[src/rtl/mux_uart_if.sv]
`timescale 1ns/1ps
// mux_uart_if: CPU6 bus view of the MUX serial channel.
//   address   19  bus address (master -> slave)
//   write_en   1  write strobe, sampled on clock posedge
//   read_en    1  one-cycle read strobe; only data-register reads have a side effect
//   data_in    8  write data
//   data_out   8  read data, combinational from address, 0 when not selected
//   sel        1  combinational address match (status or data register)
//   tx_state_dbg / rx_state_dbg  2  current transmitter / receiver FSM state
// Handshake: there is no valid/ready pair. A strobe high at a posedge is a
// complete transfer on that edge; the slave never stalls the master.
interface mux_uart_if;
    logic [18:0] address;
    logic        write_en;
    logic        read_en;
    logic [7:0]  data_in;
    logic [7:0]  data_out;
    logic        sel;
    logic [1:0]  tx_state_dbg;
    logic [1:0]  rx_state_dbg;

    modport master (
        output address, write_en, read_en, data_in,
        input  data_out, sel, tx_state_dbg, rx_state_dbg
    );

    modport slave (
        input  address, write_en, read_en, data_in,
        output data_out, sel, tx_state_dbg, rx_state_dbg
    );
endinterface

[src/rtl/mux_uart.sv]
`timescale 1ns/1ps
// mux_uart: memory-mapped 8N1 serial channel. TX side has a small FIFO in
// front of a shift register; RX side holds a single received byte.
//   clock  in   system clock, all state changes on posedge
//   reset  in   synchronous, active-high
//   bus    slave modport of mux_uart_if (address/strobes/data, sel, FSM debug)
//   txd    out  serial transmit, idle high
//   rxd    in   serial receive, asynchronous, idle high
// Registers: BASE_ADDR = status (write clears sticky bits 3..5),
//            BASE_ADDR+1 = data (write pushes TX FIFO, read returns rx_buf).
module mux_uart #(
    parameter logic [18:0] BASE_ADDR    = 19'h3f200,
    parameter int          CLKS_PER_BIT = 16,
    parameter int          FIFO_DEPTH   = 4
) (
    input  logic         clock,
    input  logic         reset,
    mux_uart_if.slave    bus,
    output logic         txd,
    input  logic         rxd
);
    localparam int PW = $clog2(FIFO_DEPTH);
    localparam int CW = $clog2(CLKS_PER_BIT);
    localparam logic [18:0]   DATA_ADDR = BASE_ADDR + 19'd1;
    localparam logic [CW-1:0] BIT_END   = CW'(CLKS_PER_BIT - 1);
    localparam logic [CW-1:0] HALF_END  = CW'(CLKS_PER_BIT / 2 - 1);
    localparam logic [PW:0]   FULL_CNT  = (PW+1)'(FIFO_DEPTH);

    typedef enum logic [1:0] {TX_IDLE, TX_START, TX_DATA, TX_STOP} tx_state_t;
    typedef enum logic [1:0] {RX_IDLE, RX_START, RX_DATA, RX_STOP} rx_state_t;

    // bus decode
    logic stat_wr, data_wr, data_rd;
    assign bus.sel  = (bus.address == BASE_ADDR) || (bus.address == DATA_ADDR);
    assign stat_wr  = bus.write_en && (bus.address == BASE_ADDR);
    assign data_wr  = bus.write_en && (bus.address == DATA_ADDR);
    assign data_rd  = bus.read_en  && (bus.address == DATA_ADDR);

    // TX FIFO
    logic [7:0]    fifo_mem [FIFO_DEPTH];
    logic [PW-1:0] wr_ptr, rd_ptr;
    logic [PW:0]   count;
    logic          fifo_full, fifo_empty, push, pop;

    tx_state_t     tx_state;
    logic [CW-1:0] tx_cnt;
    logic [2:0]    tx_bit;
    logic [7:0]    tx_shift;
    logic          tx_bit_end;

    assign fifo_full  = (count == FULL_CNT);
    assign fifo_empty = (count == '0);
    // fullness is judged on the count before the edge, so a push into a full
    // FIFO is dropped even if a pop frees a slot on the same edge
    assign push       = data_wr && !fifo_full;
    assign tx_bit_end = (tx_cnt == BIT_END);
    // a new frame starts straight from IDLE, or from the end of a stop bit
    // so back-to-back frames have no gap
    assign pop = !fifo_empty &&
                 ((tx_state == TX_IDLE) || ((tx_state == TX_STOP) && tx_bit_end));

    always_ff @(posedge clock) begin
        if (push) fifo_mem[wr_ptr] <= bus.data_in;
    end

    always_ff @(posedge clock) begin
        if (reset) begin
            wr_ptr <= '0;
            rd_ptr <= '0;
            count  <= '0;
        end else begin
            if (push) wr_ptr <= wr_ptr + 1'b1;
            if (pop)  rd_ptr <= rd_ptr + 1'b1;
            case ({push, pop})
                2'b10:   count <= count + 1'b1;
                2'b01:   count <= count - 1'b1;
                default: count <= count;
            endcase
        end
    end

    // TX FSM; txd is registered
    always_ff @(posedge clock) begin
        if (reset) begin
            tx_state <= TX_IDLE;
            txd      <= 1'b1;
            tx_cnt   <= '0;
            tx_bit   <= '0;
            tx_shift <= '0;
        end else begin
            case (tx_state)
                TX_IDLE: begin
                    if (pop) begin
                        tx_state <= TX_START;
                        txd      <= 1'b0;
                        tx_shift <= fifo_mem[rd_ptr];
                        tx_cnt   <= '0;
                    end
                end
                TX_START: begin
                    if (tx_bit_end) begin
                        tx_state <= TX_DATA;
                        txd      <= tx_shift[0];
                        tx_cnt   <= '0;
                        tx_bit   <= '0;
                    end else begin
                        tx_cnt <= tx_cnt + 1'b1;
                    end
                end
                TX_DATA: begin
                    if (tx_bit_end) begin
                        tx_cnt <= '0;
                        if (tx_bit == 3'd7) begin
                            tx_state <= TX_STOP;
                            txd      <= 1'b1;
                        end else begin
                            tx_bit   <= tx_bit + 1'b1;
                            txd      <= tx_shift[1];
                            tx_shift <= {1'b0, tx_shift[7:1]};
                        end
                    end else begin
                        tx_cnt <= tx_cnt + 1'b1;
                    end
                end
                TX_STOP: begin
                    if (tx_bit_end) begin
                        tx_cnt <= '0;
                        if (pop) begin
                            tx_state <= TX_START;
                            txd      <= 1'b0;
                            tx_shift <= fifo_mem[rd_ptr];
                        end else begin
                            tx_state <= TX_IDLE;
                        end
                    end else begin
                        tx_cnt <= tx_cnt + 1'b1;
                    end
                end
                default: tx_state <= TX_IDLE;
            endcase
        end
    end

    // RX: two-flop synchronizer plus one more flop for falling-edge detection
    logic rx_meta, rx_s, rx_prev, rx_fall;
    always_ff @(posedge clock) begin
        if (reset) begin
            rx_meta <= 1'b1;
            rx_s    <= 1'b1;
            rx_prev <= 1'b1;
        end else begin
            rx_meta <= rxd;
            rx_s    <= rx_meta;
            rx_prev <= rx_s;
        end
    end
    assign rx_fall = rx_prev && !rx_s;

    rx_state_t     rx_state;
    logic [CW-1:0] rx_cnt;
    logic [2:0]    rx_bit;
    logic [7:0]    rx_shift;
    logic          rx_stop_smp, rx_good, rx_frm;

    assign rx_stop_smp = (rx_state == RX_STOP) && (rx_cnt == BIT_END);
    assign rx_good     = rx_stop_smp && rx_s;
    assign rx_frm      = rx_stop_smp && !rx_s;

    always_ff @(posedge clock) begin
        if (reset) begin
            rx_state <= RX_IDLE;
            rx_cnt   <= '0;
            rx_bit   <= '0;
            rx_shift <= '0;
        end else begin
            case (rx_state)
                RX_IDLE: begin
                    if (rx_fall) begin
                        rx_state <= RX_START;
                        rx_cnt   <= '0;
                    end
                end
                RX_START: begin
                    // half a bit in: a high line means the edge was a glitch
                    if (rx_cnt == HALF_END) begin
                        rx_cnt   <= '0;
                        rx_bit   <= '0;
                        rx_state <= rx_s ? RX_IDLE : RX_DATA;
                    end else begin
                        rx_cnt <= rx_cnt + 1'b1;
                    end
                end
                RX_DATA: begin
                    if (rx_cnt == BIT_END) begin
                        rx_cnt   <= '0;
                        rx_shift <= {rx_s, rx_shift[7:1]};
                        if (rx_bit == 3'd7) rx_state <= RX_STOP;
                        else                rx_bit   <= rx_bit + 1'b1;
                    end else begin
                        rx_cnt <= rx_cnt + 1'b1;
                    end
                end
                RX_STOP: begin
                    // leave at the stop mid-bit so the next start edge is seen at once
                    if (rx_stop_smp) begin
                        rx_cnt   <= '0;
                        rx_state <= RX_IDLE;
                    end else begin
                        rx_cnt <= rx_cnt + 1'b1;
                    end
                end
                default: rx_state <= RX_IDLE;
            endcase
        end
    end

    // receive buffer and sticky flags
    logic [7:0] rx_buf;
    logic       rx_full, rx_ovr, tx_ovf, frm_err, rx_load;

    // a data read on the same edge as a completed byte frees the buffer for it
    assign rx_load = rx_good && (!rx_full || data_rd);

    always_ff @(posedge clock) begin
        if (reset) begin
            rx_buf  <= '0;
            rx_full <= 1'b0;
            rx_ovr  <= 1'b0;
            tx_ovf  <= 1'b0;
            frm_err <= 1'b0;
        end else begin
            if (rx_load) begin
                rx_buf  <= rx_shift;
                rx_full <= 1'b1;
            end else if (data_rd) begin
                rx_full <= 1'b0;
            end
            if (rx_good && !rx_load)       rx_ovr  <= 1'b1;
            else if (stat_wr)              rx_ovr  <= 1'b0;
            if (data_wr && fifo_full)      tx_ovf  <= 1'b1;
            else if (stat_wr)              tx_ovf  <= 1'b0;
            if (rx_frm)                    frm_err <= 1'b1;
            else if (stat_wr)              frm_err <= 1'b0;
        end
    end

    logic [7:0] status;
    assign status = {2'b00, frm_err, tx_ovf, rx_ovr,
                     fifo_empty && (tx_state == TX_IDLE), !fifo_full, rx_full};

    always_comb begin
        bus.data_out = 8'h00;
        if (bus.address == BASE_ADDR)      bus.data_out = status;
        else if (bus.address == DATA_ADDR) bus.data_out = rx_buf;
    end

    assign bus.tx_state_dbg = tx_state;
    assign bus.rx_state_dbg = rx_state;
endmodule
[src/flat_wrapper.sv]
// flat-port wrapper written by rule: the top's interface ports become plain ports
module mux_uart_flat 
#(
    parameter logic [18:0] BASE_ADDR    = 19'h3f200,
    parameter int          CLKS_PER_BIT = 16,
    parameter int          FIFO_DEPTH   = 4
)
  (clock, reset, txd, rxd, bus_address, bus_write_en, bus_read_en, bus_data_in, bus_data_out, bus_sel, bus_tx_state_dbg, bus_rx_state_dbg);
  mux_uart_if bus_i ();
  input  logic clock;
  input  logic reset;
  output logic txd;
  input  logic rxd;
  input wire logic [$bits(bus_i.address)-1:0] bus_address;
  input wire logic [$bits(bus_i.write_en)-1:0] bus_write_en;
  input wire logic [$bits(bus_i.read_en)-1:0] bus_read_en;
  input wire logic [$bits(bus_i.data_in)-1:0] bus_data_in;
  output wire logic [$bits(bus_i.data_out)-1:0] bus_data_out;
  output wire logic [$bits(bus_i.sel)-1:0] bus_sel;
  output wire logic [$bits(bus_i.tx_state_dbg)-1:0] bus_tx_state_dbg;
  output wire logic [$bits(bus_i.rx_state_dbg)-1:0] bus_rx_state_dbg;
  assign bus_i.address = bus_address;
  assign bus_i.write_en = bus_write_en;
  assign bus_i.read_en = bus_read_en;
  assign bus_i.data_in = bus_data_in;
  assign bus_data_out = bus_i.data_out;
  assign bus_sel = bus_i.sel;
  assign bus_tx_state_dbg = bus_i.tx_state_dbg;
  assign bus_rx_state_dbg = bus_i.rx_state_dbg;
  mux_uart #(.BASE_ADDR(BASE_ADDR), .CLKS_PER_BIT(CLKS_PER_BIT), .FIFO_DEPTH(FIFO_DEPTH)) u_core (.clock(clock), .reset(reset), .bus(bus_i), .txd(txd), .rxd(rxd));
endmodule
[config.mk]
export PLATFORM = sky130hd
export DESIGN_NAME = mux_uart_flat
export DESIGN_NICKNAME = d
export VERILOG_FILES = /design/src/rtl/mux_uart_if.sv /design/src/rtl/mux_uart.sv /design/src/flat_wrapper.sv
export SDC_FILE = /design/constraint.sdc
export NUM_CORES = 1
export LEC_CHECK = 0
export ABC_AREA = 1
export CORE_MARGIN = 5
export CORE_UTILIZATION = 56
export CTS_CLUSTER_SIZE = 16
export DETAILED_ROUTE_END_ITERATION = 8
export PLACE_DENSITY = 0.79
export SYNTH_ARGS = -nofsm -noshare
export SYNTH_HDL_FRONTEND = slang
export SYNTH_SLANG_ARGS = --single-unit
[constraint.sdc]
create_clock -name clock -period 2.8 [get_ports clock]
set_input_delay 0.84 -clock clock [delete_from_list [all_inputs] [get_ports clock]]
set_output_delay 0.84 -clock clock [all_outputs]
set_load 0.05 [all_outputs]
== Word level (Yosys, flattened, before mapping) ==
Memory sizes are Yosys's and may differ from the RTL's. A register that Yosys moved wholly into a read port is not among the register bits.
Index checks and enable logic that the tools add are counted.

* Output and inout port bits: 14
* Memories: 1
* Logic and storage cells: 152
* Flip-flop bits (word level): 57
* RAM bits: 32

* Reductions and logical operators: 41
* $add $sub $neg: 8
* Eq/ne operators: 28
* Mux-type cells: 54

{| class="wikitable"
|+ Memories
! memory !! depth !! bits a word !! rd ports !! clocked after Yosys merged registers in !! write ports !! line !! source
|-
| u_core.fifo_mem || 4 || 8 || 1 || 1 || 1 || mux_uart.sv:40 || <nowiki>logic [7:0] fifo_mem [FIFO_DEPTH];</nowiki>
|}

{| class="wikitable"
|+ Operators by type and width
! operator !! count
|-
| 2-to-1 mux 8 bit || 6
|-
| equality test 19 x 18 -> 1 bit, second input constant || 2
|-
| 2-to-1 mux 2 bit || 13
|-
| 2-to-1 mux 4 bit || 6
|-
| case mux 8 bit (3 select lines) || 1
|-
| != test 2 x 1 -> 1 bit, second input constant || 10
|-
| 2-to-1 mux 3 bit || 6
|-
| case mux 3 bit (2 select lines) || 3
|-
| case mux 2 bit (4 select lines) || 2
|-
| case mux 4 bit (4 select lines) || 1
|-
| logical AND 1 bit || 14
|-
| 2-to-1 mux 1 bit || 14
|-
| nonzero test 2 bit || 7
|-
| AND reduction 4 bit || 3
|-
| equality test 2 bit, second input constant || 5
|-
| AND reduction 5 bit || 2
|-
| adder 3 x 1 -> 3 bit, second input constant || 3
|-
| equality test 3 bit, second input constant || 3
|-
| adder 4 x 1 -> 4 bit, second input constant || 2
|-
| equality test 4 bit, second input constant || 2
|-
| case mux 4 bit (2 select lines) || 1
|-
| equality test 2 x 1 -> 1 bit, second input constant || 3
|-
| zero test 1 bit || 5
|-
| adder 2 x 1 -> 2 bit, second input constant || 2
|-
| 11 further kinds || 15
|}

== Longest topological paths before layout ==
Gate-level depths: netlist of the first run.

* Word-level depth: 7
* Mapped depth: 16

== Least setup slack after synthesis of the first run ==
Ideal clock, no wire load.

* Path type: input to output
* From: input bus_address[7]
* To: output bus_sel
* Setup slack: -636 ps
* Required time: 1960 ps
* Path buffers: 0
* Stages: 5
* Arrival time: 2596 ps
* Path through: nor2_1 -> nand2_1 -> nor2_1 -> nand2_1 -> nor4_1

* Word-level cells in the longest chain between the ends: 2
* Elaborated cells between the ends (all ways): 3
* Classes of those cells: eq/ne (2); reduce/logical (1)

{| class="wikitable"
|+ RTL lines
! item !! line !! source
|-
| start: declaration || flat_wrapper.sv:14 || <nowiki>input wire logic [$bits(bus_i.address)-1:0] bus_address;</nowiki>
|-
| equality test 19 x 18 -> 1 bit || mux_uart.sv:34 || <nowiki>assign bus.sel = (bus.address == BASE_ADDR) || (bus.address == DATA_ADDR);</nowiki>
|-
| logical OR 1 bit (*) || mux_uart.sv:34 ||
|-
| end: declaration || flat_wrapper.sv:19 || <nowiki>output wire logic [$bits(bus_i.sel)-1:0] bus_sel;</nowiki>
|}

Mark *: on every way between the ends. The rest lies on a longest branch, timed or not.

== Worst setup path in the final report of the first run ==
* From: input bus_address[4]
* To: output bus_data_out[1]

* Word-level cells in the longest chain between the ends: 3
* Elaborated cells between the ends (all ways): 4
* Classes of those cells: eq/ne (2); mux (2)

{| class="wikitable"
|+ RTL lines
! item !! line !! source
|-
| equality test 19 x 18 -> 1 bit || mux_uart.sv:254 || <nowiki>else if (bus.address == DATA_ADDR) bus.data_out = rx_buf;</nowiki>
|-
| 2-to-1 mux 8 bit || mux_uart.sv:254 ||
|-
| 2-to-1 mux 8 bit (*) || mux_uart.sv:253 || <nowiki>if (bus.address == BASE_ADDR) bus.data_out = status;</nowiki>
|-
| end: declaration || flat_wrapper.sv:18 || <nowiki>output wire logic [$bits(bus_i.data_out)-1:0] bus_data_out;</nowiki>
|}

Marked as above.

==> flow_summary.yaml, run 1 <==
run_status:
  status: "complete, but fails checks"
  violations: "negative setup slack"
place:
  post-place-ws_ns: -0.490
  io_buffers: 45
  gpl.final_weighted_congestion: 0.823
  dp_hpwl_um: 6460
  dp_cells: 664
cts:
  tritoncts: "built"
  cts_buffer_depth: 2
  clockRootBuffer: "clkbuf_8"
  cts-hold-fix-buffers: 0
  clkTransAtPathRegs_ns: 0.10
  cts_buffers: 9
  clkLatencyLatePin_ns: 0.36
  cts.sink_count: 91
  cts_htree_levels: 3
logic_synthesis:
  yosys_warnings: 0
  synthFlopType: "dfxtp_1"
  ys_seq_area_share_pct: 50.8
  netlist_instances: 514
  synth_edf_count: 32
  async_flop_share_pct: 0
  synth.avg_cell_area_sq_um: 8.21
  synth-seq-cells: 91
  syn-num-nets: 563
  syn_area_sq_um: 4220
  synth.distinct_cells: 36
grt:
  grt_pass1_wl_um: 15700
  grt.total_usage_pct: 20.1
  grt_max_degree: 44
  overflow: 0
  antenna_found_initial: 0
  first_global_vias: 3501
power_and_ir_drop:
  peakVddDrop_uv: 243
  powerDensity_nw_per_um2: 520
  leakage_nw: 2.24
timing:
  hold_violations: 0
  maxSlewViolCount: 0
  timing.fmax_mhz: 345
  setup_viol: 8
  rsz0062_at_grt: "true"
  timing.final.ws_setup_ns: -0.0989
  fin_skew_ns: 0.0140
  worst_slew_pin_slew_ns: 0.818
  slew_headroom_pct: 45.3
  fin_crit_ns: 2.90
  setup_tns_ns: -0.583
  holdWs_ns: 0.434
  post-route-period-util_pct: 104
setup_path:
  worstPathMaxFanout: 2
  worstPathRequired_ns: 1.96
  path_cells: "buf_2, nor2_1, nand2_1, nor2_2, nand2_2, inv_2, nand3b_1, buf_4, o21ai_4, buf_12"
  crit_slowest_cell: "buf_4"
  worst-setup-path-type: "in2out"
  rr_worst_depth: 13
  cp-start-kind: "input port"
  setup.worst_path.end_class: "primary output"
  max_stage_delay_ns: 0.19
  critPathArrivalTime_ns: 2.06
layout:
  final_cell_mix: "nand2_1, nor2_1, inv_1, dfxtp_1, o21ai_0"
  finish.utilization_pct: 73.2
  final_cells: 695
  final_common_cell: "nand2_1"
  drive_gt1_share_pct: 19.0
  nNetsFinal: 640
  n_fill_cell: 552
  antenna_cells: 0
  synthToLayoutAreaGrowth_pct: 26.6
detailed_routing:
  drtIter0Drc: 137
  wirelength_um: 9890
  firstDrtPassIters: 4
  detail-route-antenna-nets: 0
  vias: 3668
  dr_wl_met2_um: 5320
  vias_per_cell: 5.28
  drt-met1-wl_um: 4090
  top_layer_used: "met4"
  remaining_drc_errors: 0
  wl_met3_um: 308
  post_drt_wl_per_cell_um: 14.2
min_path:
  min_path_cells: 1
  min-delay-path-class: "reg2reg"
floorplanning:
  die_h_um: 96.8
  die_x_um: 96.8
  initial_core_util_pct: 57.9
  dieArea_sq_um: 9370
  coreArea_sq_um: 7290
  rows: 31
  io_pins: 46
job:
  maxCapViolCount: 0
cell families (layout without fill, tap and decap cells):
| logic type | after synthesis | after routing | share of synthesized area, % |
|---|---|---|---|
| buf+inv | 80 | 161 | 8.18 |
| simple gates | 214 | 215 | 21.2 |
| fa+ha+maj | 17 | 17 | 5.22 |
| compound gates | 112 | 112 | 14.6 |
| flops | 91 | 91 | 50.8 |
Yosys cell counts, drive strengths merged (2+ instances only):
cell	instances	share of area (%)
nand3	26	3.2
a21oi	41	5.1
nand2	95	8.6
inv	68	6.0
o211ai	2	0.36
buf	6	1.1
clkbuf	6	1.0
a22oi	2	0.36
or2	4	0.59
ha	16	4.7
nand4	5	0.74
edfxtp	32	23
o21ai	55	6.8
nor3	3	0.36
dfxtp	59	28
nor2	78	7.2
o22ai	7	1.0
registers in the layout (all words and copies together) (netlist names), 3 cells and up, named ones only:
register,flops
u_core.count,3
u_core.fifo_mem,32
u_core.rx_bit,3
u_core.rx_buf,8
u_core.rx_cnt,4
u_core.rx_shift,8
u_core.tx_bit,3
u_core.tx_cnt,4
u_core.tx_shift,8
worst max-delay path, delay by kind of cell:
| kind | cells | cell delay, ns |
|---|---|---|
| simple gates | 5 | 0.56 |
| buf+inv | 4 | 0.50 |
| compound gates | 1 | 0.14 |
worst paths after layout:
path,slack (ns),to,start
worst min register to register,0.43,u_core.rx_s$_SDFF_PP1_,u_core.rx_meta$_SDFF_PP1_
worst min-delay path,0.43,u_core.rx_s$_SDFF_PP1_,u_core.rx_meta$_SDFF_PP1_
worst max register to register,0.28,u_core.count[2]$_SDFFE_PP0P_,u_core.bus.tx_state_dbg[1]$_SDFFE_PP0P_
worst max-delay path,-0.1,bus_data_out[1],bus_address[4]
metal layers:
layer  up-vias  global-route usage, %
li1       1843                      -
met1      1727                   23.2
met2        83                   36.9
met3        15                   4.24
met4         0                   6.48
met5         -                      0
what timing repair did:
| item | in CTS | in global routing |
|---|---|---|
| pin swaps | 17 | 12 |
| resized for setup | 96 | 14 |
| hold endpoints to repair | 0 | 0 |
| endpoints found under the setup margin | 11 | 21 |
| cloned | 0 | 1 |
| buffers inserted | 13 | 1 |
where the power goes:
part | internal [mW] | leakage (nW) | switching (mW)
clock network | 0.341 | 0.0927 | 0.484
logic | 0.180 | 1.38 | 0.319
registers | 1.42 | 0.765 | 0.0348
total | 1.94 | 2.24 | 0.838
per-stage QoR:
step	area, sq um	total power [mW]
floorplan	4230	1.83
global placement	4930	1.96
detailed placement	4930	1.98
CTS	5300	2.79
global route	5340	2.93
finish	5340	2.78
cell type report:
type	count	area (sq um)	share of cell area (%)
inverter	68	260	4.87
clock buffer	10	128	2.39
sequential	91	2140	40.1
multi-input combinational	344	1910	35.8
tap	99	124	2.32
clock inverter	6	52.6	0.984
timing repair buffer	77	721	13.5
Power figures use the tool's default switching activity.
==> inputs of run 2 (changes only) <==
Settings changed: CORE_UTILIZATION 56 to 58, CTS_BUF_LIST from default to sky130_fd_sc_hd__clkbuf_4, PLACE_DENSITY 0.79 to 0.82, REMOVE_ABC_BUFFERS from default to 1.
==> run 2 against run 1 <==
  * The run still ends with negative setup slack left
  * Utilization decreased by 0.17 points
  * Wire length decreased by 8.2%
  * Sequential share of layout area increased by 0.75 points
  * Worst hold slack improved by 0.0094 ns
  * Power decreased by 2.0%
  * Cell area decreased by 1.8%
  * Global-route usage increased by 0.85 points
  * Critical path type unchanged
  * Largest cell class unchanged
  * Largest power group unchanged
==> flow_summary.yaml, run 2 (synthesis results as in run 1) <==
power_and_ir_drop:
  power.clock.fraction_pct: 28.5
  pwr-share-comb_pct: 18.0
  p_sw_uw: 826
  seq_power_share_pct: 53.5
  peakVddDrop_uv: 384
  power_mw: 2.72
  leakage_nw: 2.14
  switching_share_pct: 30.3
  powerDensity_nw_per_um2: 519
  p_int_mw: 1.90
timing:
  worst_slew_pin_slew_ns: 0.832
  timing.final.ws_setup_ns: -0.0474
  setup_tns_ns: -0.190
  hold_violations: 0
  fin_crit_ns: 2.85
  setup_viol: 6
  fin_skew_ns: 0.0264
  slew_headroom_pct: 44.4
  rsz0062_at_grt: "true"
  timing.fmax_mhz: 351
  post-route-period-util_pct: 102
  maxSlewViolCount: 0
setup_path:
  critPathArrivalTime_ns: 2.01
  worstPathMaxFanout: 6
  endpoint: "bus_data_out[2]"
  setup.worst_path.end_class: "primary output"
  crit_path_start: "bus_address[15]"
  rr_worst_depth: 13
  worstPathRequired_ns: 1.96
  ff2ff_setup_slack_ns: 0.33
  cp-start-kind: "input port"
  timing.rr.end: "u_core.count[2]$_SDFFE_PP0P_"
  r2r-start: "u_core.bus.tx_state_dbg[0]$_SDFFE_PP0P_"
  worst-setup-path-type: "in2out"
detailed_routing:
  post_drt_wl_per_cell_um: 13.1
  drtIter0Drc: 166
  detail-route-antenna-nets: 0
  remaining_drc_errors: 0
  firstDrtPassIters: 5
  wirelength_um: 9080
  vias: 3600
  vias_per_cell: 5.20
grt:
  first_global_vias: 3521
  grt_pass1_wl_um: 15000
  grt.total_usage_pct: 21.0
  antenna_found_initial: 0
  overflow: 0
  grt_max_degree: 44
layout:
  antenna_cells: 0
  largest_reg_flops: 32
  final_common_cell: "nand2_1"
  regMostFlops: "u_core.fifo_mem"
  stdcell_area_sq_um: 5240
  synthToLayoutAreaGrowth_pct: 24.3
  final_cell_mix: "nand2_1, nor2_1, inv_1, dfxtp_1, o21ai_0"
  drive_gt1_share_pct: 17.9
  nNetsFinal: 637
job:
  maxCapViolCount: 0
floorplanning:
  initial_core_util_pct: 58.8
  io_pins: 46
  die_h_um: 95.3
  die_x_um: 95.3
  coreArea_sq_um: 7180
  rows: 31
  dieArea_sq_um: 9080
cts:
  clkLatencyLatePin_ns: 0.44
  tritoncts: "built"
  cts_buffers: 9
  clkTransAtPathRegs_ns: 0.16
  cts_buffer_depth: 2
  cts-hold-fix-buffers: 0
  clockRootBuffer: "clkbuf_4"
  cts.sink_count: 91
  cts_htree_levels: 3
min_path:
  min_path_cells: 1
  min-delay-path-class: "reg2reg"
run_status:
  status: "complete, but fails checks"
  violations: "negative setup slack"
place:
  dp_hpwl_um: 6330
  gpl.final_weighted_congestion: 0.855
  placed_area_sq_um: 4980
  io_buffers: 45
==> run 2: timing repair <==
action,CTS,global route
pin swaps,18,8
gates resized for setup,84,24
buffers inserted,5,1
endpoints found under the setup margin,9,9
hold endpoints to repair,0,0
==> run 2: critical path: stages <==
cell      delay, ns
buf_2          0.09
nand4_1        0.14
nor2_2         0.14
nand2_1        0.09
inv_2          0.07
nand3b_1       0.10
buf_6          0.15
o21ai_2        0.12
buf_4          0.14
buf_12         0.12
==> run 2: power by group through the flow <==
stage | Clock, mW | Combinational [mW] | Sequential (mW)
final | 0.776 | 0.491 | 1.46
after global routing | 0.850 | 0.556 | 1.46
after CTS | 0.790 | 0.487 | 1.46
after detailed placement | 0 | 0.488 | 1.49
after global placement | 0 | 0.471 | 1.48
after floorplan | 0 | 0.287 | 1.52
==> run 2: routing by layer <==
| metal | vias to the layer above | track usage [%] | share of wire (%) |
|---|---|---|---|
| met1 | 1672 | 24.2 | 42 |
| li1 | 1833 | - | - |
| met3 | 18 | 4.66 | 4.3 |
| met4 | 0 | 7.57 | 2.0 |
| met5 | - | 0 | 0 |
| met2 | 77 | 38.0 | 52 |
==> run 2: how the worst min path moves through the flow <==
stage | from | end | slack [ns]
4_1_cts | u_core.rx_meta$_SDFF_PP1_ | u_core.rx_s$_SDFF_PP1_ | 0.44
3_5_place_dp | u_core.rx_meta$_SDFF_PP1_ | u_core.rx_s$_SDFF_PP1_ | 0.40
3_3_place_gp | u_core.rx_meta$_SDFF_PP1_ | u_core.rx_s$_SDFF_PP1_ | 0.40
2_1_floorplan | u_core.rx_meta$_SDFF_PP1_ | u_core.rx_s$_SDFF_PP1_ | 0.39
6_report | u_core.rx_meta$_SDFF_PP1_ | u_core.rx_s$_SDFF_PP1_ | 0.44
5_1_grt | u_core.rx_meta$_SDFF_PP1_ | u_core.rx_s$_SDFF_PP1_ | 0.46
==> run 2: metrics by stage <==
| step | setup WS, ns | utilization (%) | instances | hold slack [ns] |
|---|---|---|---|---|
| 4_1_cts | -0.0576 | 71.9 | 692 | 0.442 |
| 3_3_place_gp | -0.451 | 69.4 | 671 | 0.400 |
| 5_1_grt | -0.158 | 73.1 | 692 | 0.463 |
| 6_report | -0.0474 | 73.1 | 692 | 0.444 |
| 3_5_place_dp | -0.450 | 69.4 | 671 | 0.398 |
| 2_1_floorplan | -0.636 | - | 502 | 0.389 |
==> run 2: area by class of cell <==
type	instances	area, sq um
Sequential cell	91	2140
Tap cell	99	124
Fill cell	502	1930
Clock inverter	7	91.3
Clock buffer	9	67.6
Timing Repair Buffer	75	727
Multi-Input combinational cell	343	1820
Inverter	68	268
==> inputs of run 3 (changes only) <==
Settings changed: CELL_PAD_IN_SITES_DETAIL_PLACEMENT from default to 0, CELL_PAD_IN_SITES_GLOBAL_PLACEMENT from default to 2, CORE_UTILIZATION 58 to 35, PLACE_DENSITY 0.82 to default, PLACE_DENSITY_LB_ADDON from default to 0.1.
==> run 3 against run 2 <==
  * The run still ends with negative setup slack left
  * Sequential share of layout area is 1.1 points lower
  * Register-to-register slack gained 0.15 ns
  * Fmax up 0.55%
  * Clock-buffer cell count stayed put
  * Cell count is 10% higher
  * Cell area grew 2.9%
  * Utilization is 28 points lower
  * Via count decreased by 0.56%
  * Largest cell class unchanged
  * Highest routed layer unchanged
==> flow_summary.yaml, run 3 (synthesis results as in run 1) <==
detailed_routing:
  detail-route-antenna-nets: 0
  vias_per_cell: 4.70
  vias: 3580
  drtIter0Drc: 169
  remaining_drc_errors: 0
  post_drt_wl_per_cell_um: 12.8
  wirelength_um: 9730
  firstDrtPassIters: 4
timing:
  hold_violations: 0
  setup_viol: 6
  holdWs_ns: 0.471
  fin_crit_ns: 2.83
  slew_headroom_pct: 66.3
  worst_slew_pin_slew_ns: 0.504
  timing.fmax_mhz: 353
  setup_tns_ns: -0.0899
  post-route-period-util_pct: 101
  fin_skew_ns: 0.0145
  rsz0062_at_grt: "true"
  maxSlewViolCount: 0
  timing.final.ws_setup_ns: -0.0319
layout:
  drive_gt1_share_pct: 19.9
  final_common_cell: "nand2_1"
  final_cell_mix: "nand2_1, nor2_1, inv_1, dfxtp_1, buf_4"
  n_fill_cell: 1178
  regMostFlops: "u_core.fifo_mem"
  largest_reg_flops: 32
  nNetsFinal: 658
  synthToLayoutAreaGrowth_pct: 27.9
  finish.utilization_pct: 45.3
  antenna_cells: 0
power_and_ir_drop:
  powerDensity_nw_per_um2: 485
  peakVddDrop_uv: 202
  power_mw: 2.62
  leakage_nw: 2.20
grt:
  grt_pass1_wl_um: 16500
  grt.total_usage_pct: 14.3
  antenna_found_initial: 0
  grt_max_degree: 44
  first_global_vias: 3545
  overflow: 0
place:
  io_buffers: 45
  dp_hpwl_um: 6650
  post-place-ws_ns: -0.480
  gpl.final_weighted_congestion: 0.706
cts:
  cts.sink_count: 91
  clockRootBuffer: "clkbuf_4"
  clkLatencyLatePin_ns: 0.44
  tritoncts: "built"
  cts_buffer_depth: 2
  clkTransAtPathRegs_ns: 0.13
  cts_buffers: 9
  cts-hold-fix-buffers: 0
  cts_htree_levels: 3
setup_path:
  max_stage_delay_ns: 0.16
  cp-start-kind: "input port"
  crit_slowest_cell: "buf_6"
  crit_family: "buffers and inverters"
  path_cells: "buf_8, nor2_4, nand2_2, nor2_1, nand2_1, inv_2, nand3b_1, buf_6, o21ai_2, buf_4, buf_12"
  rr_worst_depth: 13
  worstPathRequired_ns: 1.96
  critPathArrivalTime_ns: 1.99
  setup.worst_path.end_class: "primary output"
  worstPathMaxFanout: 6
  critPathBufInv: 5
  worst-setup-path-type: "in2out"
  cp.depth: 11
floorplanning:
  rows: 40
  initial_core_util_pct: 35.4
  dieArea_sq_um: 14300
  die_x_um: 120
  die_h_um: 120
  io_pins: 46
  coreArea_sq_um: 11900
run_status:
  violations: "negative setup slack"
  status: "complete, but fails checks"
job:
  maxCapViolCount: 0
min_path:
  min_path_cells: 2
  min-delay-path-class: "reg2reg"
[run 3: final cells by class]
class,count,area (sq um),share of cell area [%]
clock inverters,7,52.6,0.974
multi-input cells,344,1820,33.8
repair buffers,95,870,16.1
well taps,147,184,3.41
inverters,68,255,4.73
clock buffers,9,67.6,1.25
flip-flops and latches,91,2140,39.7
[run 3: power breakdown]
part	total, mW	internal (mW)	leakage [nW]	switching, mW
Sequential	1.45	1.42	0.765	0.0333
Combinational	0.509	0.193	1.37	0.316
Clock	0.652	0.188	0.0628	0.464
Total	2.62	1.80	2.20	0.813
[run 3: metal layers]
metal	GRT usage [%]	wire, um	vias to the layer above
met2	25.3	5060	38
met4	6.08	150	0
met5	0	0	-
li1	-	-	1882
met1	16.8	4260	1651
met3	2.97	261	9
[run 3: worst reg2reg max path, delay by kind of cell, from the launching register on]
kind	cells	cell delay, ns
AO/OA/AOI/OAI	5	0.60
buffers and inverters	3	0.32
AND/OR/NAND/NOR	2	0.19
adder cells (fa/ha/maj)	3	0.73
flip-flops	1	0.38
[run 3: per-stage QoR]
stage          cells  instance area [sq um]
3_5_place_dp     723                   5070
5_1_grt          761                   5400
6_report         761                   5400
4_1_cts          759                   5320
2_1_floorplan    502                   4130
3_3_place_gp     723                   5070
[run 3: timing repair]
action / 4_1_cts / 5_1_grt
endpoints found under the setup margin: 9 / 19
resized for setup: 84 / 17
cloned: 0 / 1
pin swaps: 18 / 6
buffers inserted: 20 / 1
[run 3: final timing paths]
check	startpoint	to	slack (ns)
worst max-delay path	bus_address[7]	bus_data_out[2]	-0.03
worst min-delay path	u_core.rd_ptr[1]$_SDFFE_PP0N_	flip-flop	0.47
worst max register to register	u_core.bus.tx_state_dbg[1]$_SDFFE_PP0P_	u_core.count[2]$_SDFFE_PP0P_	0.48
worst min register to register	u_core.rd_ptr[1]$_SDFFE_PP0N_	flip-flop	0.47
